## config.mk

```make
export PLATFORM = sky130hd
export DESIGN_NAME = st7735_spi_sink
export DESIGN_NICKNAME = d
export VERILOG_FILES = /design/src/rtl/st7735_spi_sink.sv
export SDC_FILE = /design/constraint.sdc
export NUM_CORES = 1
export LEC_CHECK = 0
export ABC_AREA = 1
export BUFFER_PORTS_ARGS = -buffer_cell sky130_fd_sc_hd__buf_4
export CELL_PAD_IN_SITES_DETAIL_PLACEMENT = 0
export CELL_PAD_IN_SITES_GLOBAL_PLACEMENT = 1
export CORE_ASPECT_RATIO = 1.25
export CORE_MARGIN = 2
export CORE_UTILIZATION = 26
export CTS_CLUSTER_SIZE = 24
export DETAILED_ROUTE_END_ITERATION = 12
export GPL_ROUTABILITY_DRIVEN = 0
export GPL_TIMING_DRIVEN = 0
export MAX_ROUTING_LAYER = met4
export PLACE_DENSITY_LB_ADDON = 0.1
export REMOVE_ABC_BUFFERS = 1
export SYNTH_ARGS = -nofsm -noshare
export SYNTH_HDL_FRONTEND = slang
export SYNTH_SLANG_ARGS = --single-unit
```

## constraint.sdc

```tcl
create_clock -name clk -period 2 [get_ports clk]
set_input_delay 0.2 -clock clk [delete_from_list [all_inputs] [get_ports clk]]
set_output_delay 0.2 -clock clk [all_outputs]
set_load 0.01 [all_outputs]
```

## src/rtl/st7735_spi_sink.sv

```systemverilog
// ST7735 4-wire SPI receiver: oversamples the link in the clk domain, assembles bytes and
// decodes CASET/RASET/RAMWR into a stream of (x, y, color) pixel strobes.
module st7735_spi_sink #(
    parameter int C_x_bits      = 7,
    parameter int C_y_bits      = 8,
    parameter int C_width       = 128,
    parameter int C_height      = 160,
    parameter int C_color_bits  = 16,
    parameter int C_sync_stages = 2
) (
    input  logic                    clk,
    input  logic                    resetn,
    input  logic                    spi_csn,
    input  logic                    spi_clk,
    input  logic                    spi_mosi,
    input  logic                    spi_dc,
    input  logic                    spi_resn,
    output logic                    byte_valid,
    output logic [7:0]              byte_data,
    output logic                    byte_dc,
    output logic                    pixel_valid,
    output logic [C_x_bits-1:0]     x,
    output logic [C_y_bits-1:0]     y,
    output logic [C_color_bits-1:0] color
);

    localparam logic [C_x_bits-1:0] XE_DEFAULT = C_x_bits'(C_width - 1);
    localparam logic [C_y_bits-1:0] YE_DEFAULT = C_y_bits'(C_height - 1);

    typedef enum logic [1:0] {
        ST_IDLE  = 2'd0,
        ST_CASET = 2'd1,
        ST_RASET = 2'd2,
        ST_RAMWR = 2'd3
    } state_t;

    logic [C_sync_stages-1:0] csn_sync_r;
    logic [C_sync_stages-1:0] sclk_sync_r;
    logic [C_sync_stages-1:0] mosi_sync_r;
    logic [C_sync_stages-1:0] dc_sync_r;
    logic [C_sync_stages-1:0] resn_sync_r;
    logic                     sclk_prev_r;
    logic                     csn_s;
    logic                     sclk_s;
    logic                     mosi_s;
    logic                     dc_s;
    logic                     resn_s;
    logic                     sclk_rise_s;

    logic [2:0]               bit_cnt_r;
    logic [6:0]               shift_r;

    state_t                   state_r;
    state_t                   state_nxt_s;
    logic [1:0]               param_cnt_r;
    logic [15:0]              start_word_r;
    logic [7:0]               end_hi_r;
    logic [15:0]              end_word_s;
    logic [C_x_bits-1:0]      xs_r;
    logic [C_x_bits-1:0]      xe_r;
    logic [C_y_bits-1:0]      ys_r;
    logic [C_y_bits-1:0]      ye_r;
    logic [C_x_bits-1:0]      ptr_x_r;
    logic [C_y_bits-1:0]      ptr_y_r;
    logic                     pending_r;
    logic [7:0]               color_hi_r;

    assign csn_s       = csn_sync_r[C_sync_stages-1];
    assign sclk_s      = sclk_sync_r[C_sync_stages-1];
    assign mosi_s      = mosi_sync_r[C_sync_stages-1];
    assign dc_s        = dc_sync_r[C_sync_stages-1];
    assign resn_s      = resn_sync_r[C_sync_stages-1];
    assign sclk_rise_s = sclk_s & ~sclk_prev_r;
    assign end_word_s  = {end_hi_r, byte_data};

    // Synchronizer chains for the asynchronous SPI pins plus SCLK edge history.
    always_ff @(posedge clk) begin
        if (!resetn) begin
            csn_sync_r  <= '1;
            sclk_sync_r <= '0;
            mosi_sync_r <= '0;
            dc_sync_r   <= '0;
            resn_sync_r <= '1;
            sclk_prev_r <= 1'b0;
        end else begin
            csn_sync_r  <= {csn_sync_r[C_sync_stages-2:0], spi_csn};
            sclk_sync_r <= {sclk_sync_r[C_sync_stages-2:0], spi_clk};
            mosi_sync_r <= {mosi_sync_r[C_sync_stages-2:0], spi_mosi};
            dc_sync_r   <= {dc_sync_r[C_sync_stages-2:0], spi_dc};
            resn_sync_r <= {resn_sync_r[C_sync_stages-2:0], spi_resn};
            sclk_prev_r <= sclk_s;
        end
    end

    // MSB-first byte shifter; CSN high throws away any partial byte.
    always_ff @(posedge clk) begin
        if (!resetn) begin
            bit_cnt_r  <= 3'd0;
            shift_r    <= 7'd0;
            byte_valid <= 1'b0;
            byte_data  <= 8'd0;
            byte_dc    <= 1'b0;
        end else begin
            byte_valid <= 1'b0;
            if (csn_s) begin
                bit_cnt_r <= 3'd0;
            end else if (sclk_rise_s) begin
                shift_r   <= {shift_r[5:0], mosi_s};
                bit_cnt_r <= bit_cnt_r + 3'd1;
                if (bit_cnt_r == 3'd7) begin
                    byte_data  <= {shift_r, mosi_s};
                    byte_dc    <= dc_s;
                    byte_valid <= 1'b1;
                end
            end
        end
    end

    // Decoder state register; the display reset pin returns it to IDLE.
    always_ff @(posedge clk) begin
        if (!resetn) begin
            state_r <= ST_IDLE;
        end else if (!resn_s) begin
            state_r <= ST_IDLE;
        end else begin
            state_r <= state_nxt_s;
        end
    end

    // Next-state: any command byte re-decodes; window commands end after 4 parameters.
    always_comb begin
        state_nxt_s = state_r;
        if (byte_valid) begin
            if (!byte_dc) begin
                case (byte_data)
                    8'h2A:   state_nxt_s = ST_CASET;
                    8'h2B:   state_nxt_s = ST_RASET;
                    8'h2C:   state_nxt_s = ST_RAMWR;
                    default: state_nxt_s = ST_IDLE;
                endcase
            end else begin
                case (state_r)
                    ST_CASET,
                    ST_RASET: begin
                        if (param_cnt_r == 2'd3) begin
                            state_nxt_s = ST_IDLE;
                        end else begin
                            state_nxt_s = state_r;
                        end
                    end
                    default: state_nxt_s = state_r;
                endcase
            end
        end else begin
            state_nxt_s = state_r;
        end
    end

    // Window shadow/commit, write pointer and pixel assembly.
    always_ff @(posedge clk) begin
        if (!resetn) begin
            param_cnt_r  <= 2'd0;
            start_word_r <= 16'd0;
            end_hi_r     <= 8'd0;
            xs_r         <= '0;
            xe_r         <= XE_DEFAULT;
            ys_r         <= '0;
            ye_r         <= YE_DEFAULT;
            ptr_x_r      <= '0;
            ptr_y_r      <= '0;
            pending_r    <= 1'b0;
            color_hi_r   <= 8'd0;
            pixel_valid  <= 1'b0;
            x            <= '0;
            y            <= '0;
            color        <= '0;
        end else begin
            pixel_valid <= 1'b0;
            if (!resn_s) begin
                param_cnt_r <= 2'd0;
                xs_r        <= '0;
                xe_r        <= XE_DEFAULT;
                ys_r        <= '0;
                ye_r        <= YE_DEFAULT;
                ptr_x_r     <= '0;
                ptr_y_r     <= '0;
                pending_r   <= 1'b0;
            end else if (byte_valid) begin
                if (!byte_dc) begin
                    // A command drops any half-received pixel.
                    pending_r   <= 1'b0;
                    param_cnt_r <= 2'd0;
                    if (byte_data == 8'h2C) begin
                        ptr_x_r <= xs_r;
                        ptr_y_r <= ys_r;
                    end
                end else begin
                    case (state_r)
                        ST_CASET,
                        ST_RASET: begin
                            param_cnt_r <= param_cnt_r + 2'd1;
                            case (param_cnt_r)
                                2'd0: start_word_r[15:8] <= byte_data;
                                2'd1: start_word_r[7:0]  <= byte_data;
                                2'd2: end_hi_r           <= byte_data;
                                default: begin
                                    if (state_r == ST_CASET) begin
                                        xs_r <= C_x_bits'(start_word_r);
                                        xe_r <= C_x_bits'(end_word_s);
                                    end else begin
                                        ys_r <= C_y_bits'(start_word_r);
                                        ye_r <= C_y_bits'(end_word_s);
                                    end
                                end
                            endcase
                        end
                        ST_RAMWR: begin
                            if (!pending_r) begin
                                color_hi_r <= byte_data;
                                pending_r  <= 1'b1;
                            end else begin
                                pending_r   <= 1'b0;
                                pixel_valid <= 1'b1;
                                x           <= ptr_x_r;
                                y           <= ptr_y_r;
                                color       <= C_color_bits'({color_hi_r, byte_data});
                            end
                        end
                        default: ;
                    endcase
                end
            end else if (pixel_valid) begin
                if (ptr_x_r == xe_r) begin
                    ptr_x_r <= xs_r;
                    if (ptr_y_r == ye_r) begin
                        ptr_y_r <= ys_r;
                    end else begin
                        ptr_y_r <= ptr_y_r + C_y_bits'(1);
                    end
                end else begin
                    ptr_x_r <= ptr_x_r + C_x_bits'(1);
                end
            end
        end
    end

endmodule
```

After elaboration in Yosys (flattened, before gate mapping)

Index checks and enable logic that the tools add are counted.

Register bits: 129
Bits of input ports: 7
Output and inout bits: 42
Logic and storage cells: 98

Add/sub/neg operators: 4
Equality and inequality tests: 17
Multiplexer cells: 22
Bitwise gates (word level): 8
Reductions and logical operators: 21

Operator list:

| operator            | number |
|---|---|
| $mux 8              | 6 |
| $mux 7              | 5 |
| $reduce_and 5->1    | 6 |
| $eq 8x6->1 const B  | 3 |
| $mux 2              | 5 |
| $reduce_and 3->1    | 3 |
| $add 8x1->8 const B | 1 |
| $eq 2x2->1 const B  | 4 |
| $eq 8x8->1          | 1 |
| $ne 2x1->1 const B  | 4 |
| $reduce_and 2->1    | 4 |
| $add 7x1->7 const B | 1 |
| $eq 7x7->1          | 1 |
| $not 1->1           | 7 |
| $pmux 2 s3          | 1 |
| $reduce_or 3->1     | 2 |
| $mux 1              | 5 |
| $eq 2x1->1 const B  | 2 |
| $reduce_and 4->1    | 1 |
| $reduce_bool 2->1   | 2 |
| $reduce_or 2->1     | 2 |
| $add 3x1->3 const B | 1 |
| $eq 3x3->1 const B  | 1 |
| $add 2x1->2 const B | 1 |
| 3 further kinds     | 3 |

Depth between registers and ports, before layout

Depth in word-level cells: 5
Depth in mapped cells: 11
Mapped depth without buffers: 11

Least setup slack after synthesis

OpenSTA, ideal clock, no wires.

Path kind: register to register
From: register state_r[1]
To: register ye_r[7]
Setup time: 0.123 ns
Data arrival time: 1.560 ns
Required time: 1.877 ns
Path slack: 0.317 ns
Cell stages (with the launch flop): 8
Buffers on the path: 1
Clock period less this slack: 1.683 ns
Cells stage by stage: dfxtp_1 > inv_1 > ha_1 > nor4_4 > inv_2 > buf_6 > a21oi_1 > o21ai_0

Longest elaborated chain between the ends: 3
Elaborated cells between the ends (all ways): 5
Classes of those cells: eq/ne (2); bitwise (1); reduce/logical (2)

RTL lines:

| what                                         | RTL line | text |
|---|---|---|
| from (decl)                                  | 53       | `state_t state_r;` |
| from (signal assigned)                       | 126      | `state_r <= state_nxt_s;` |
| $eq 2x1->1 or $eq 2x2->1 (tied branches)     | 198, 207 |  |
| $reduce_or 2->1 or $not 1->1 (tied branches) | n/a      |  |
| $reduce_and 5->1 (no line) *                 | n/a      |  |
| to (signal assigned)                         | 212      | `ye_r <= C_y_bits'(end_word_s);` |
| to (decl)                                    | 62       | `logic [C_y_bits-1:0] ye_r;` |

Mark *: on every way between the ends. The rest lies on a longest branch, timed or not.
A chain may end at the register's enable or synchronous reset.

Worst setup path after layout

From: register state_r[1]
To: register ye_r[5]

The elaborated chain is that of the path after synthesis.

==> run metrics <==
DRT antenna net count=0; Yosys warnings=0; Skew-Pair Late Insertion Delay=420 ps; worst r2r dst=ye_r[5]; Worst setup EP type=flip-flop; Critical Path Source Type=flip-flop; Crit Path Class=flip-flop to flip-flop; post-synthesis sequential area ratio=49.73%; EDFF count, synth=0; diode count=0; Residual DRC=0; worst reg2reg setup slack=160 ps; crit path cell chain=inv_1 -> ha_1 -> nor4_4 -> inv_2 -> o21ai_0 -> a21oi_1; total chip power=6.122 mW; H-tree levels=4; Post-Place Cells=941; layout cell share with drive strength beyond 1=16.62%; Hold Vio Cnt, Final=0; post-synthesis async set-or-reset flop share=0%; CP max stage cell=nor4_4; max-cap viol count=0; drt pass-1 iters=4; Iteration-0 DRC Markers=187; Final Hold Slack=313.9 ps; vias in the first global route=4,392; WHS Path Cells=3; clock tree buffer depth=2; Synth Instances=657; Worst Path Required=2300 ps; Avg Inst Size Synth=7.903 µm²; initial antenna violation count=0; hpwl dp=9266 µm; Wirelength per Cell=14.82 µm; Placeable Area=19,540 µm²; Vias/cell=4.449; largest net degree at the start of global routing=73; Pwr Density=930.0 nW/µm²; commonest register cell after synthesis=dfxtp_1; slew margin rel.=46.17%; clk slew on worst S/H paths=60 ps; crit path launch=state_r[1]; termination of the worst setup path=ye_r[5]; fin. max-slew vios=0; top-count cell post-synth=dfxtp_1; Area Overhead vs Synth=26.77%; Worst path depth=6; port bufs=48; Final Util=33.69%; Post-synth top cells=dfxtp_1 (129), o21ai_0 (102), nand2_1 (93), a21oi_1 (78), nor2_1 (72); Slowest Stage Delay on Critical Path=450 ps; starting density of the core=26.57%; area leader, netlist=dfxtp_1; outcome=completed; Area contributors post-synth=dfxtp_1 (50%), o21ai_0 (9.8%), a21oi_1 (7.5%); cell row count=57; worst r2r src=state_r[1]; Reg2Reg Depth=6; hold crit path type=input pin to flip-flop; final WL=14,720 µm; Final Non-Filler Cells=993; Nets=732; worst-path maximum fanout=25; Worst Tran Pin Value=801.5 ps; Tot GR Track Use=15.25%; Yosys top cell area share=49.73%; Leakage Power=2.793 nW; routed vias=4,418; setup repair after global routing missed its margin=false; CTS Buf Count=17; Chip Height=162 µm; Max Clock Freq=0.5427 GHz; Final Setup Violations=0; Synth cell types=29; final critical-path share of the clock period=92.13%; CTS tree=built; register bit total from synthesis=129; die area=21,120 µm²; num ports=49; first-pass GRT wire length=23,650 µm; Crit path buffers/inverters=2; clk sinks=129; Die X=130.4 µm; Mapped Area=5192 µm²; Multi-input gate area=2175 µm²; Final Skew=5.943 ps; total congestion overflow=0; pre-CTS setup slack=-1043 ps; WP data arrival=2140 ps; fin crit period=1843 ps; maximum VDD drop=0.0005238 V; Final Worst Setup Slack=157.4 ps; family with the most delay on the worst path=simple AND/OR/NAND/NOR gates; Filler Cell Count=2,114; Register Area=2586 µm²; root buffer cell=clkbuf_16
==> metal layers <==
metal | wire length, µm | global-route usage, % | part of all wire, %
met5 | 0 | - | 0
met2 | 7558 | 25.94 | 51
met3 | 385 | 2.931 | 2.6
met4 | 207 | 5.561 | 1.4
met1 | 6566 | 17.80 | 45
==> tightest hold or removal path: stages <==
cell and delay, ps:
buf_4 290, nand2_1 140, inv_1 30
==> through the flow <==
step,TNS [ps],instance area (µm²)
floorplan,-7583,5010
global placement,-78710,5702
detailed placement,-39660,5728
CTS,0,6526
global route,0,6583
finish,0,6583
==> how the worst min path moves through the flow <==
stage,start,to,slack (ps)
after floorplan,resetn,dc_sync_r[0],290
after global placement,spi_dc,dc_sync_r[0],380
after detailed placement,spi_clk,sclk_sync_r[0],390
after CTS,resetn,mosi_sync_r[1],320
after global routing,resetn,mosi_sync_r[1],400
final,resetn,dc_sync_r[0],310
==> power by group <==
part	internal, mW	switching, mW
combinational	0.0288	0.0673
clock	2.28	1.16
sequential	2.58	0.00480
total	4.89	1.23
==> layout make-up <==
| type | count | share of cell area [%] |
|---|---|---|
| Inverter | 71 | 4.315 |
| Timing Repair Buffer | 69 | 8.230 |
| Timing Repair inverter | 1 | 0.1140 |
| Clock inverter | 8 | 2.262 |
| Multi-Input combinational cell | 427 | 33.04 |
| Clock buffer | 23 | 7.717 |
| Tap cell | 265 | 5.037 |
| Sequential cell | 129 | 39.29 |
==> cell families (layout without fill, tap and decap cells) <==
group | after synthesis | count (layout) | synth area share (%)
AO/OA/AOI/OAI | 188 | 188 | 18.34
XOR/XNOR | 21 | 21 | 3.542
adder cells (fa/ha/maj) | 9 | 9 | 2.169
buffers and inverters | 102 | 172 | 8.699
flip-flops | 129 | 129 | 49.74
AND/OR/NAND/NOR | 208 | 209 | 17.52
==> cell usage in the layout, fill, tap and decap left out, drive strengths merged <==
master	instances
o2111ai	1
buf	64
xnor2	11
a21oi	78
o21a	1
clkinvlp	7
ha	9
inv	67
nand3	23
nor4	3
dfxtp	129
clkbuf	23
bufinv	4
dlygate4sd3	5
nand4	5
nor3	4
nand2	97
o21ai	106
xor2	10
o211ai	2
or2	4
nor2	73
clkinv	2
==> registers in the layout (all words and copies together) (netlist names), 2 cells and up <==
register and count:
color_hi_r 8, sclk_sync_r 2, xs_r 7, byte_data 8, csn_sync_r 2, shift_r 7, dc_sync_r 2, xe_r 7
param_cnt_r 2, resn_sync_r 2, start_word_r 8, state_r 2, ys_r 8, mosi_sync_r 2, ye_r 8, bit_cnt_r 3
y 8, ptr_y_r 8, ptr_x_r 7, color 16, x 7
==> repair_timing <==
action / 4_1_cts / 5_1_grt
endpoints found under the setup margin: 80 / 23
endpoints found under the hold margin: 5 / 0
pin swaps: 4 / 3
resized for setup: 10 / 1
hold buffers: 5 / 0
gates cloned: 2 / 0
buffers inserted: 7 / 7
Note: power is estimated with default switching activity, not from simulation.
